===== config.mk =====
export PLATFORM = sky130hd
export DESIGN_NAME = uart_prog_loader
export DESIGN_NICKNAME = d
export VERILOG_FILES = /design/src/rtl/uart_prog_loader_pkg.sv /design/src/rtl/uart_rx_byte.sv /design/src/rtl/uart_prog_loader.sv
export SDC_FILE = /design/constraint.sdc
export NUM_CORES = 1
export LEC_CHECK = 0
export ABC_AREA = 1
export ABC_CLOCK_PERIOD_IN_PS = 12830
export BUFFER_PORTS_ARGS = -buffer_cell sky130_fd_sc_hd__buf_2
export CORE_MARGIN = 2
export CORE_UTILIZATION = 55
export CTS_BUF_LIST = sky130_fd_sc_hd__clkbuf_4
export DETAILED_ROUTE_END_ITERATION = 7
export PLACE_DENSITY = 0.8
export SKIP_CTS_REPAIR_TIMING = 1
export SYNTH_ARGS = -nofsm -noshare
export SYNTH_HDL_FRONTEND = slang
export SYNTH_SLANG_ARGS = --single-unit
export TNS_END_PERCENT = 5

===== constraint.sdc =====
create_clock -name clk -period 12.83 [get_ports clk]
set_input_delay 1.283 -clock clk [delete_from_list [all_inputs] [get_ports clk]]
set_output_delay 1.283 -clock clk [all_outputs]
set_load 0.005 [all_outputs]

===== src/rtl/uart_prog_loader_pkg.sv =====
// Shared constants and state encodings for the UART program loader.
package uart_prog_loader_pkg;

  // First byte of every program frame.
  localparam logic [7:0] HDR_BYTE = 8'hA5;

  // Short bit period for simulation.
  localparam int CLKS_PER_BIT_SIM = 4;

  // Loader frame-parsing states.
  typedef enum logic [2:0] {
    ST_IDLE,
    ST_LEN,
    ST_DATA,
    ST_WRITE,
    ST_CSUM,
    ST_DONE,
    ST_ERR
  } loader_state_t;

  // UART receive bit-sampler states.
  typedef enum logic [1:0] {
    RX_IDLE,
    RX_START,
    RX_DATA,
    RX_STOP
  } rx_state_t;

endpackage


===== src/rtl/uart_rx_byte.sv =====
// 8N1 UART receiver: 2-FF synchronizer plus a mid-bit sampler.
// It emits a one-cycle byte_valid on a good stop bit, or a one-cycle
// frame_error on a bad stop bit.
module uart_rx_byte
  import uart_prog_loader_pkg::*;
#(
  parameter int CLKS_PER_BIT = 868
) (
  input  logic       clk,
  input  logic       reset,
  input  logic       rx,
  output logic       byte_valid,
  output logic [7:0] byte_data,
  output logic       frame_error
);

  localparam int CW   = $clog2(CLKS_PER_BIT);
  localparam int HALF = CLKS_PER_BIT / 2;

  logic          rx_meta, rx_s, rx_prev;
  rx_state_t     state, state_n;
  logic [CW-1:0] cnt, cnt_n;
  logic [2:0]    bit_idx, bit_idx_n;
  logic [7:0]    shreg, shreg_n;
  logic [7:0]    byte_data_n;
  logic          byte_valid_n, frame_error_n;

  // Synchronize rx and keep its previous value for falling-edge detection.
  // NOTE: these flops reset to 1, the idle line level, so that releasing
  // reset never looks like a start-bit edge.
  always_ff @(posedge clk or posedge reset) begin
    if (reset) begin
      rx_meta <= 1'b1;
      rx_s    <= 1'b1;
      rx_prev <= 1'b1;
    end else begin
      rx_meta <= rx;
      rx_s    <= rx_meta;
      rx_prev <= rx_s;
    end
  end

  // Sampler state register and registered outputs.
  // NOTE: sequential state uses non-blocking assignments only, so every flop
  // samples the pre-edge value regardless of statement order.
  always_ff @(posedge clk or posedge reset) begin
    if (reset) begin
      state       <= RX_IDLE;
      cnt         <= '0;
      bit_idx     <= '0;
      shreg       <= '0;
      byte_data   <= '0;
      byte_valid  <= 1'b0;
      frame_error <= 1'b0;
    end else begin
      state       <= state_n;
      cnt         <= cnt_n;
      bit_idx     <= bit_idx_n;
      shreg       <= shreg_n;
      byte_data   <= byte_data_n;
      byte_valid  <= byte_valid_n;
      frame_error <= frame_error_n;
    end
  end

  // Next-state logic: confirm start at half bit, then sample once per bit.
  // NOTE: every output of this block gets a default first, so no path can
  // leave a value unassigned and infer a latch.
  always_comb begin
    state_n       = state;
    cnt_n         = cnt;
    bit_idx_n     = bit_idx;
    shreg_n       = shreg;
    byte_data_n   = byte_data;
    byte_valid_n  = 1'b0;
    frame_error_n = 1'b0;
    case (state)
      RX_IDLE: begin
        if (rx_prev && !rx_s) begin
          state_n = RX_START;
          cnt_n   = '0;
        end
      end
      RX_START: begin
        if (cnt == CW'(HALF - 1)) begin
          cnt_n     = '0;
          bit_idx_n = '0;
          state_n   = rx_s ? RX_IDLE : RX_DATA;
        end else begin
          cnt_n = cnt + CW'(1);
        end
      end
      RX_DATA: begin
        if (cnt == CW'(CLKS_PER_BIT - 1)) begin
          cnt_n     = '0;
          shreg_n   = {rx_s, shreg[7:1]};
          bit_idx_n = bit_idx + 3'd1;
          if (bit_idx == 3'd7) state_n = RX_STOP;
        end else begin
          cnt_n = cnt + CW'(1);
        end
      end
      RX_STOP: begin
        if (cnt == CW'(CLKS_PER_BIT - 1)) begin
          cnt_n   = '0;
          state_n = RX_IDLE;
          if (rx_s) begin
            byte_valid_n = 1'b1;
            byte_data_n  = shreg;
          end else begin
            frame_error_n = 1'b1;
          end
        end else begin
          cnt_n = cnt + CW'(1);
        end
      end
      default: state_n = RX_IDLE;
    endcase
  end

endmodule


===== src/rtl/uart_prog_loader.sv =====
// Receives a framed program image over UART and writes it word by word
// into instruction/data memory while holding the core in reset.
module uart_prog_loader
  import uart_prog_loader_pkg::*;
#(
  parameter int          CLKS_PER_BIT = 868,
  parameter int          TIMEOUT_CLKS = 10_000_000,
  parameter logic [31:0] BASE_ADDR    = 32'h0000_0000
) (
  input  logic        clk,
  input  logic        reset,
  input  logic        rx,
  input  logic        load_en,
  output logic        mem_we,
  output logic [31:0] mem_a,
  output logic [31:0] mem_wd,
  output logic        cpu_reset,
  output logic        busy,
  output logic        done,
  output logic        err,
  output logic [7:0]  word_cnt
);

  localparam int TW = $clog2(TIMEOUT_CLKS + 1);

  logic          byte_valid, frame_error;
  logic [7:0]    byte_data;
  loader_state_t state, state_n;
  logic [7:0]    len, len_n, word_cnt_n, csum, csum_n;
  logic [1:0]    lane, lane_n;
  logic [31:0]   wbuf, wbuf_n, mem_a_n, mem_wd_n;
  logic [TW-1:0] tmo_cnt, tmo_cnt_n;
  logic          done_n, err_n, timeout;

  uart_rx_byte #(.CLKS_PER_BIT(CLKS_PER_BIT)) u_rx (
    .clk         (clk),
    .reset       (reset),
    .rx          (rx),
    .byte_valid  (byte_valid),
    .byte_data   (byte_data),
    .frame_error (frame_error)
  );

  assign busy      = state inside {ST_LEN, ST_DATA, ST_WRITE, ST_CSUM};
  assign mem_we    = (state == ST_WRITE) && load_en;
  assign cpu_reset = reset | load_en;
  assign timeout   = busy && (tmo_cnt == TW'(TIMEOUT_CLKS - 1));

  // Loader state register, frame datapath and memory-port registers.
  always_ff @(posedge clk or posedge reset) begin
    if (reset) begin
      state    <= ST_IDLE;
      len      <= '0;
      word_cnt <= '0;
      csum     <= '0;
      lane     <= '0;
      wbuf     <= '0;
      tmo_cnt  <= '0;
      mem_a    <= BASE_ADDR;
      mem_wd   <= '0;
      done     <= 1'b0;
      err      <= 1'b0;
    end else begin
      state    <= state_n;
      len      <= len_n;
      word_cnt <= word_cnt_n;
      csum     <= csum_n;
      lane     <= lane_n;
      wbuf     <= wbuf_n;
      tmo_cnt  <= tmo_cnt_n;
      mem_a    <= mem_a_n;
      mem_wd   <= mem_wd_n;
      done     <= done_n;
      err      <= err_n;
    end
  end

  // Frame parser; aborts are applied last so they override the byte action.
  always_comb begin
    state_n    = state;
    len_n      = len;
    word_cnt_n = word_cnt;
    csum_n     = csum;
    lane_n     = lane;
    wbuf_n     = wbuf;
    mem_a_n    = mem_a;
    mem_wd_n   = mem_wd;
    done_n     = done;
    err_n      = err;
    tmo_cnt_n  = busy ? tmo_cnt + TW'(1) : '0;
    if (byte_valid) tmo_cnt_n = '0;

    case (state)
      ST_IDLE, ST_DONE, ST_ERR: begin
        if (byte_valid && load_en && byte_data == HDR_BYTE) begin
          state_n    = ST_LEN;
          done_n     = 1'b0;
          err_n      = 1'b0;
          word_cnt_n = '0;
          csum_n     = '0;
          lane_n     = '0;
        end
      end
      ST_LEN: begin
        if (byte_valid) begin
          if (byte_data == 8'd0) begin
            state_n = ST_ERR;
            err_n   = 1'b1;
          end else begin
            len_n   = byte_data;
            state_n = ST_DATA;
          end
        end
      end
      ST_DATA: begin
        if (byte_valid) begin
          // Little-endian: bytes shift in from the top, first byte ends at [7:0].
          wbuf_n = {byte_data, wbuf[31:8]};
          csum_n = csum ^ byte_data;
          lane_n = lane + 2'd1;
          if (lane == 2'd3) begin
            mem_wd_n = {byte_data, wbuf[31:8]};
            mem_a_n  = BASE_ADDR + {22'd0, word_cnt, 2'b00};
            state_n  = ST_WRITE;
          end
        end
      end
      ST_WRITE: begin
        word_cnt_n = word_cnt + 8'd1;
        state_n    = (word_cnt + 8'd1 == len) ? ST_CSUM : ST_DATA;
      end
      ST_CSUM: begin
        if (byte_valid) begin
          if (byte_data == csum) begin
            state_n = ST_DONE;
            done_n  = 1'b1;
          end else begin
            state_n = ST_ERR;
            err_n   = 1'b1;
          end
        end
      end
      default: state_n = ST_IDLE;
    endcase

    // The byte wins over a same-cycle timeout; a dropped load_en wins over all.
    if (busy && ((timeout && !byte_valid) || frame_error || !load_en)) begin
      state_n    = ST_ERR;
      err_n      = 1'b1;
      done_n     = 1'b0;
      word_cnt_n = word_cnt;
      mem_a_n    = mem_a;
      mem_wd_n   = mem_wd;
    end
  end

endmodule


# Word-level counts from Yosys, hierarchy flattened
# Cells that the tools add are included.
op_classes:
  n_addsub: 5
  n_eq_ne: 32
  mux: 50
  n_reduce_logical: 35
  n_bitwise: 4
op_table:
  columns: ["cell", "n"]
  rows:
  - ["24-bit 2-to-1 mux", 2]
  - ["8-bit one-hot mux with 2 select lines", 2]
  - ["10-bit 2-to-1 mux", 3]
  - ["3-bit 2-to-1 mux", 10]
  - ["10-bit one-hot mux with 3 select lines", 1]
  - ["24-bit by 1-bit adder with 24-bit output (second input constant)", 1]
  - ["24-bit == test (second input constant)", 1]
  - ["2-bit 2-to-1 mux", 9]
  - ["3-bit by 1-bit inequality test with 1-bit output (second input constant)", 6]
  - ["8-bit == test", 2]
  - ["8-bit 2-to-1 mux", 2]
  - ["1-bit 2-to-1 mux", 15]
  - ["3-bit one-hot mux with 5 select lines", 1]
  - ["3-bit AND reduction", 5]
  - ["3-bit == test (second input constant)", 4]
  - ["2-bit by 1-bit inequality test with 1-bit output (second input constant)", 6]
  - ["10-bit by 1-bit adder with 10-bit output (second input constant)", 1]
  - ["10-bit == test (second input constant)", 1]
  - ["10-bit by 9-bit == test with 1-bit output (second input constant)", 1]
  - ["5-bit AND reduction", 2]
  - ["8-bit by 1-bit adder with 8-bit output (second input constant)", 1]
  - ["8-bit == test (second input constant)", 1]
  - ["8-bit zero test", 1]
  - ["2-bit one-hot mux with 4 select lines", 1]
  - ["29 further kinds", 47]
word_totals:
  word_cells: 147
  register_bits: 163
  input_bits: 4
  output_inout_bits: 77

# Depth between registers and ports, before layout
depth:
  word_depth: 9
  depth_mapped: 14
  mapped_depth_nobuf: 14

# Hierarchy
# Synthesis repeated with hierarchy kept, for this count alone.
hier_totals:
  hier_cells: 903
  area_unflattened_um2: 7875.1
modules_own_cells:
  columns: ["mod", "seq_area_each_um2", "area_each_um2", "instances", "cells_per_inst"]
  rows:
  - ["uart_prog_loader", 2977.9, 6129.6, 1, 702]
  - ["uart_rx_byte", 904.6, 1745.4, 1, 201]

# Worst setup path after synthesis
# OpenSTA, ideal clock, no wires.
synth_timing:
  kind: "input port to output port"
  from: "input reset"
  to: "output cpu_reset"
  n_path_buf: 0
  required_time_ps: 11547
  slack_ps: 6804
  cell_stages: 2
  arrival_time_ps: 4743
  path_cell_list: "inv_1 nand2_1"
synth_between:
  elab_chain_len: 1
synth_rtl:
  columns: ["element", "line", "rtl"]
  rows:
  - ["from (decl)", "uart_prog_loader.sv:11", "input logic reset,"]
  - ["1-bit OR", "uart_prog_loader.sv:46", "assign cpu_reset = reset | load_en;"]
  - ["to (decl)", "uart_prog_loader.sv:17", "output logic cpu_reset,"]
# Every way passes these cells.

# Worst setup path after layout
# Same ends and word-level chain as after synthesis.

==> run_results.csv <==
group,metric,value,unit
outcome,status,"complete, no violations",
layout,fin_util,60.7,%
critical_path,critPathMaxStageDelay,550,ps
critical_path,critPathMostFrequentCell,"buf_2",
place,place_congestion,0.891,
layout,layout_commonest_cell,"nand2_1",
power,power_switching,419,uW
logic_synthesis,synth-seq-cells,155,
logic_synthesis,synth_xor_area_share,2.82,%
routing,routed_wl,14700,um
sta,fin_ws,9290,ps
logic_synthesis,synth_adder_area_share,1.17,%
power,pwr-share-comb,25.2,%
critical_path,cp-start-kind,"primary input",
clock_tree,cts_sinks,155,
grt,grt_start_max_net_pins,95,
min_path,hold_path_class,"reg -> reg",
clock_tree,cts.clk_slew.worst_paths,130,ps
grt,grt_overflow_total,0,
floorplan,die_h,121,um
logic_synthesis,synth.largest_area_cell,"dfrtp_1",
logic_synthesis,yosysWarnings,0,
routing,vias,5644,
power,share_seq_of_total_power,47.7,%
logic_synthesis,muxShareOfSynthArea,0.603,%
sta,fin_tns_setup,0,ps
routing,dr_wl_met2,7020,um
clock_tree,clock_latency,580,ps
layout,drive_gt1_share,15.2,%
grt,antenna_found_initial,1,
sta,setup_violations,0,
critical_path,r2r_setup_slack,10220,ps
floorplan,fp.dieArea,0.0145,mm2
power,leakage,0.00383,uW
floorplan,start_util,56.4,%
place,dpl_cell_area,0.00773,mm2
critical_path,crit_chain,"buf_2 -> inv_6 -> nand2_1 -> buf_2",
grt,grt_pass1_vias,5287,
logic_synthesis,yosys.area_share.simple,22.3,%
routing,wl_met1,6820,um
critical_path,crit_type,"in -> out",
clock_tree,cts_buffer_depth,2,
sta,finalCritPeriodShare,27.6,%
grt,grt_usage,22.1,%
sta,slew_violations,0,
clock_tree,clock-root-buffer,"clkbuf_4",
power,switching_share,35.6,%
sta,hold_violations,0,
layout,final_cell_mix,"nand2_1 (193), dfrtp_1 (152), inv_1 (103), o21ai_0 (73), nor2_1 (63)",
floorplan,core.rowCount,42,
power,peakVddDrop,0.0866,mV
floorplan,core-area,0.0132,mm2
critical_path,cp_top_family,"buffers and inverters",
layout,syn2layout_area_growth,7.73,%
routing,vias_per_cell,5.13,
power,p_int,758,uW
routing,firstDrtPassIters,5,
routing,drt_iter0_drc,540,
critical_path,cp_slowest_cell,"inv_6",
logic_synthesis,synth_cell_types,44,
critical_path,cp_num_cells,4,
clock_tree,cts_max_level,4,
sta,fin_crit,3540,ps
place,dp_hpwl,10300,um
logic_synthesis,ys_seq_area_share,52.0,%
routing,highest_layer,"met4",
routing,post_drt_wl_per_cell,13.3,um
place,place_ws,9230,ps
routing,ant_nets,0,
clock_tree,cts_buffers,17,
critical_path,worstPathRequired,11550,ps
min_path,min_delay_path_depth,0,
power,powerDensity,146,mW/mm2
routing,drc_errors,0,
sta,relSlewSlack,36.4,%
sta,rsz0062_at_grt,"no",
logic_synthesis,synthCells,859,
routing,route.met3.wl,684,um
floorplan,die_w,121,um
power,power_frac_clock,27.0,%
critical_path,r2r_cells,10,
critical_path,cp_max_fo,94,
critical_path,critPathBufInv,3,
critical_path,critPathCaptureType,"primary output",
layout,final_cell_area,0.00804,mm2
place,numPortBuffers,56,
logic_synthesis,synth_top_area_share,50.9,%
floorplan,ios,81,
logic_synthesis,ys_top_cells_by_area,"dfrtp_1 (51%), nand2_1 (9.7%), inv_1 (5.2%)",
critical_path,arrival,2250,ps
layout,nets,922,
sta,fmax,0.283,GHz
flow_run,drv_cap,0,
logic_synthesis,synth_compound_area_share,11.1,%
sta,fin_worst_skew,24.8,ps
logic_synthesis,synth_top_family_by_area,"simple AND/OR/NAND/NOR gates",
logic_synthesis,synth_area,0.00747,mm2
sta,worst_slew_pin_slew,954,ps
logic_synthesis,avgSynthCellArea,8.69,um2
grt,grt_pass1_wl,25500,um
clock_tree,cts_tree,"yes",
## cells in the mapped netlist, drive strengths merged
library cell and number:
a21oi 11, a221oi 1, and3 2, buf 40
clkbuf 7, conb 1, dfrtp 152, dfstp 3
ha 7, inv 109, mux2 3, nand2 197
nand2b 1, nand3 58, nand3b 1, nand4 13
nor2 68, nor3 18, nor3b 4, nor4 8
o211a 1, o211ai 1, o21a 2, o21ai 116
o22ai 10, or2 1, xnor2 8, xor2 16
## metal layers
| metal | global-route usage [%] | up-vias |
|---|---|---|
| met5 | 0 | - |
| met4 | 5.89 | 0 |
| met3 | 5.80 | 15 |
| met2 | 34.5 | 125 |
| met1 | 31.0 | 2650 |
| li1 | - | 2854 |
## kinds of logic after synthesis
family / Yosys count
and+or+nand+nor: 371
AOI/OAI and AO/OA: 142
xor gates and xnor gates: 24
muxes: 3
DFF: 155
adders and majority gates: 7
buffers and inverters: 156
other: 1
## metrics by stage
step / hold slack [ps] / std cells / total power (uW)
5_1_grt: 375 / 1101 / 1260
6_report: 367 / 1101 / 1180
4_1_cts: 367 / 1100 / 1180
3_3_place_gp: 350 / 1068 / 861
3_5_place_dp: 348 / 1068 / 868
2_1_floorplan: 345 / 882 / 794
## final cells by class
class	count	area, um2
clock buffers	19	143
well taps	176	220
inverters	109	414
repair buffers	57	288
multi-input cells	571	2930
fillers	1172	5200
clock inverters	13	165
diodes	1	2.50
flip-flops and latches	155	3880
## state kept, by name, indices dropped and copies added (netlist names), 2 cells and up, named ones only
name,cells
mem_wd,32
tmo_cnt,24
wbuf,24
u_rx.cnt,10
csum,8
len,8
mem_a,8
u_rx.byte_data,8
u_rx.shreg,8
word_cnt,8
state,3
u_rx.bit_idx,3
lane,2
## power by group through the flow
stage / sequential (uW) / clock [uW] / combinational [uW]
global placement: 569 / 0 / 291
finish: 562 / 318 / 297
CTS: 562 / 324 / 298
floorplan: 561 / 0 / 233
detailed placement: 570 / 0 / 298
global route: 569 / 347 / 342
## worst paths after layout
check | start | end
min in group asynchronous | reset | wbuf[10]
worst min register to register | u_rx.rx_meta | u_rx.rx_s
worst max-delay path | reset | cpu_reset
worst max register to register | tmo_cnt[0] | mem_wd[29]
worst min-delay path | u_rx.rx_meta | u_rx.rx_s
max in group asynchronous | reset | u_rx.bit_idx[0]
Note: power is estimated with default switching activity, not from simulation.
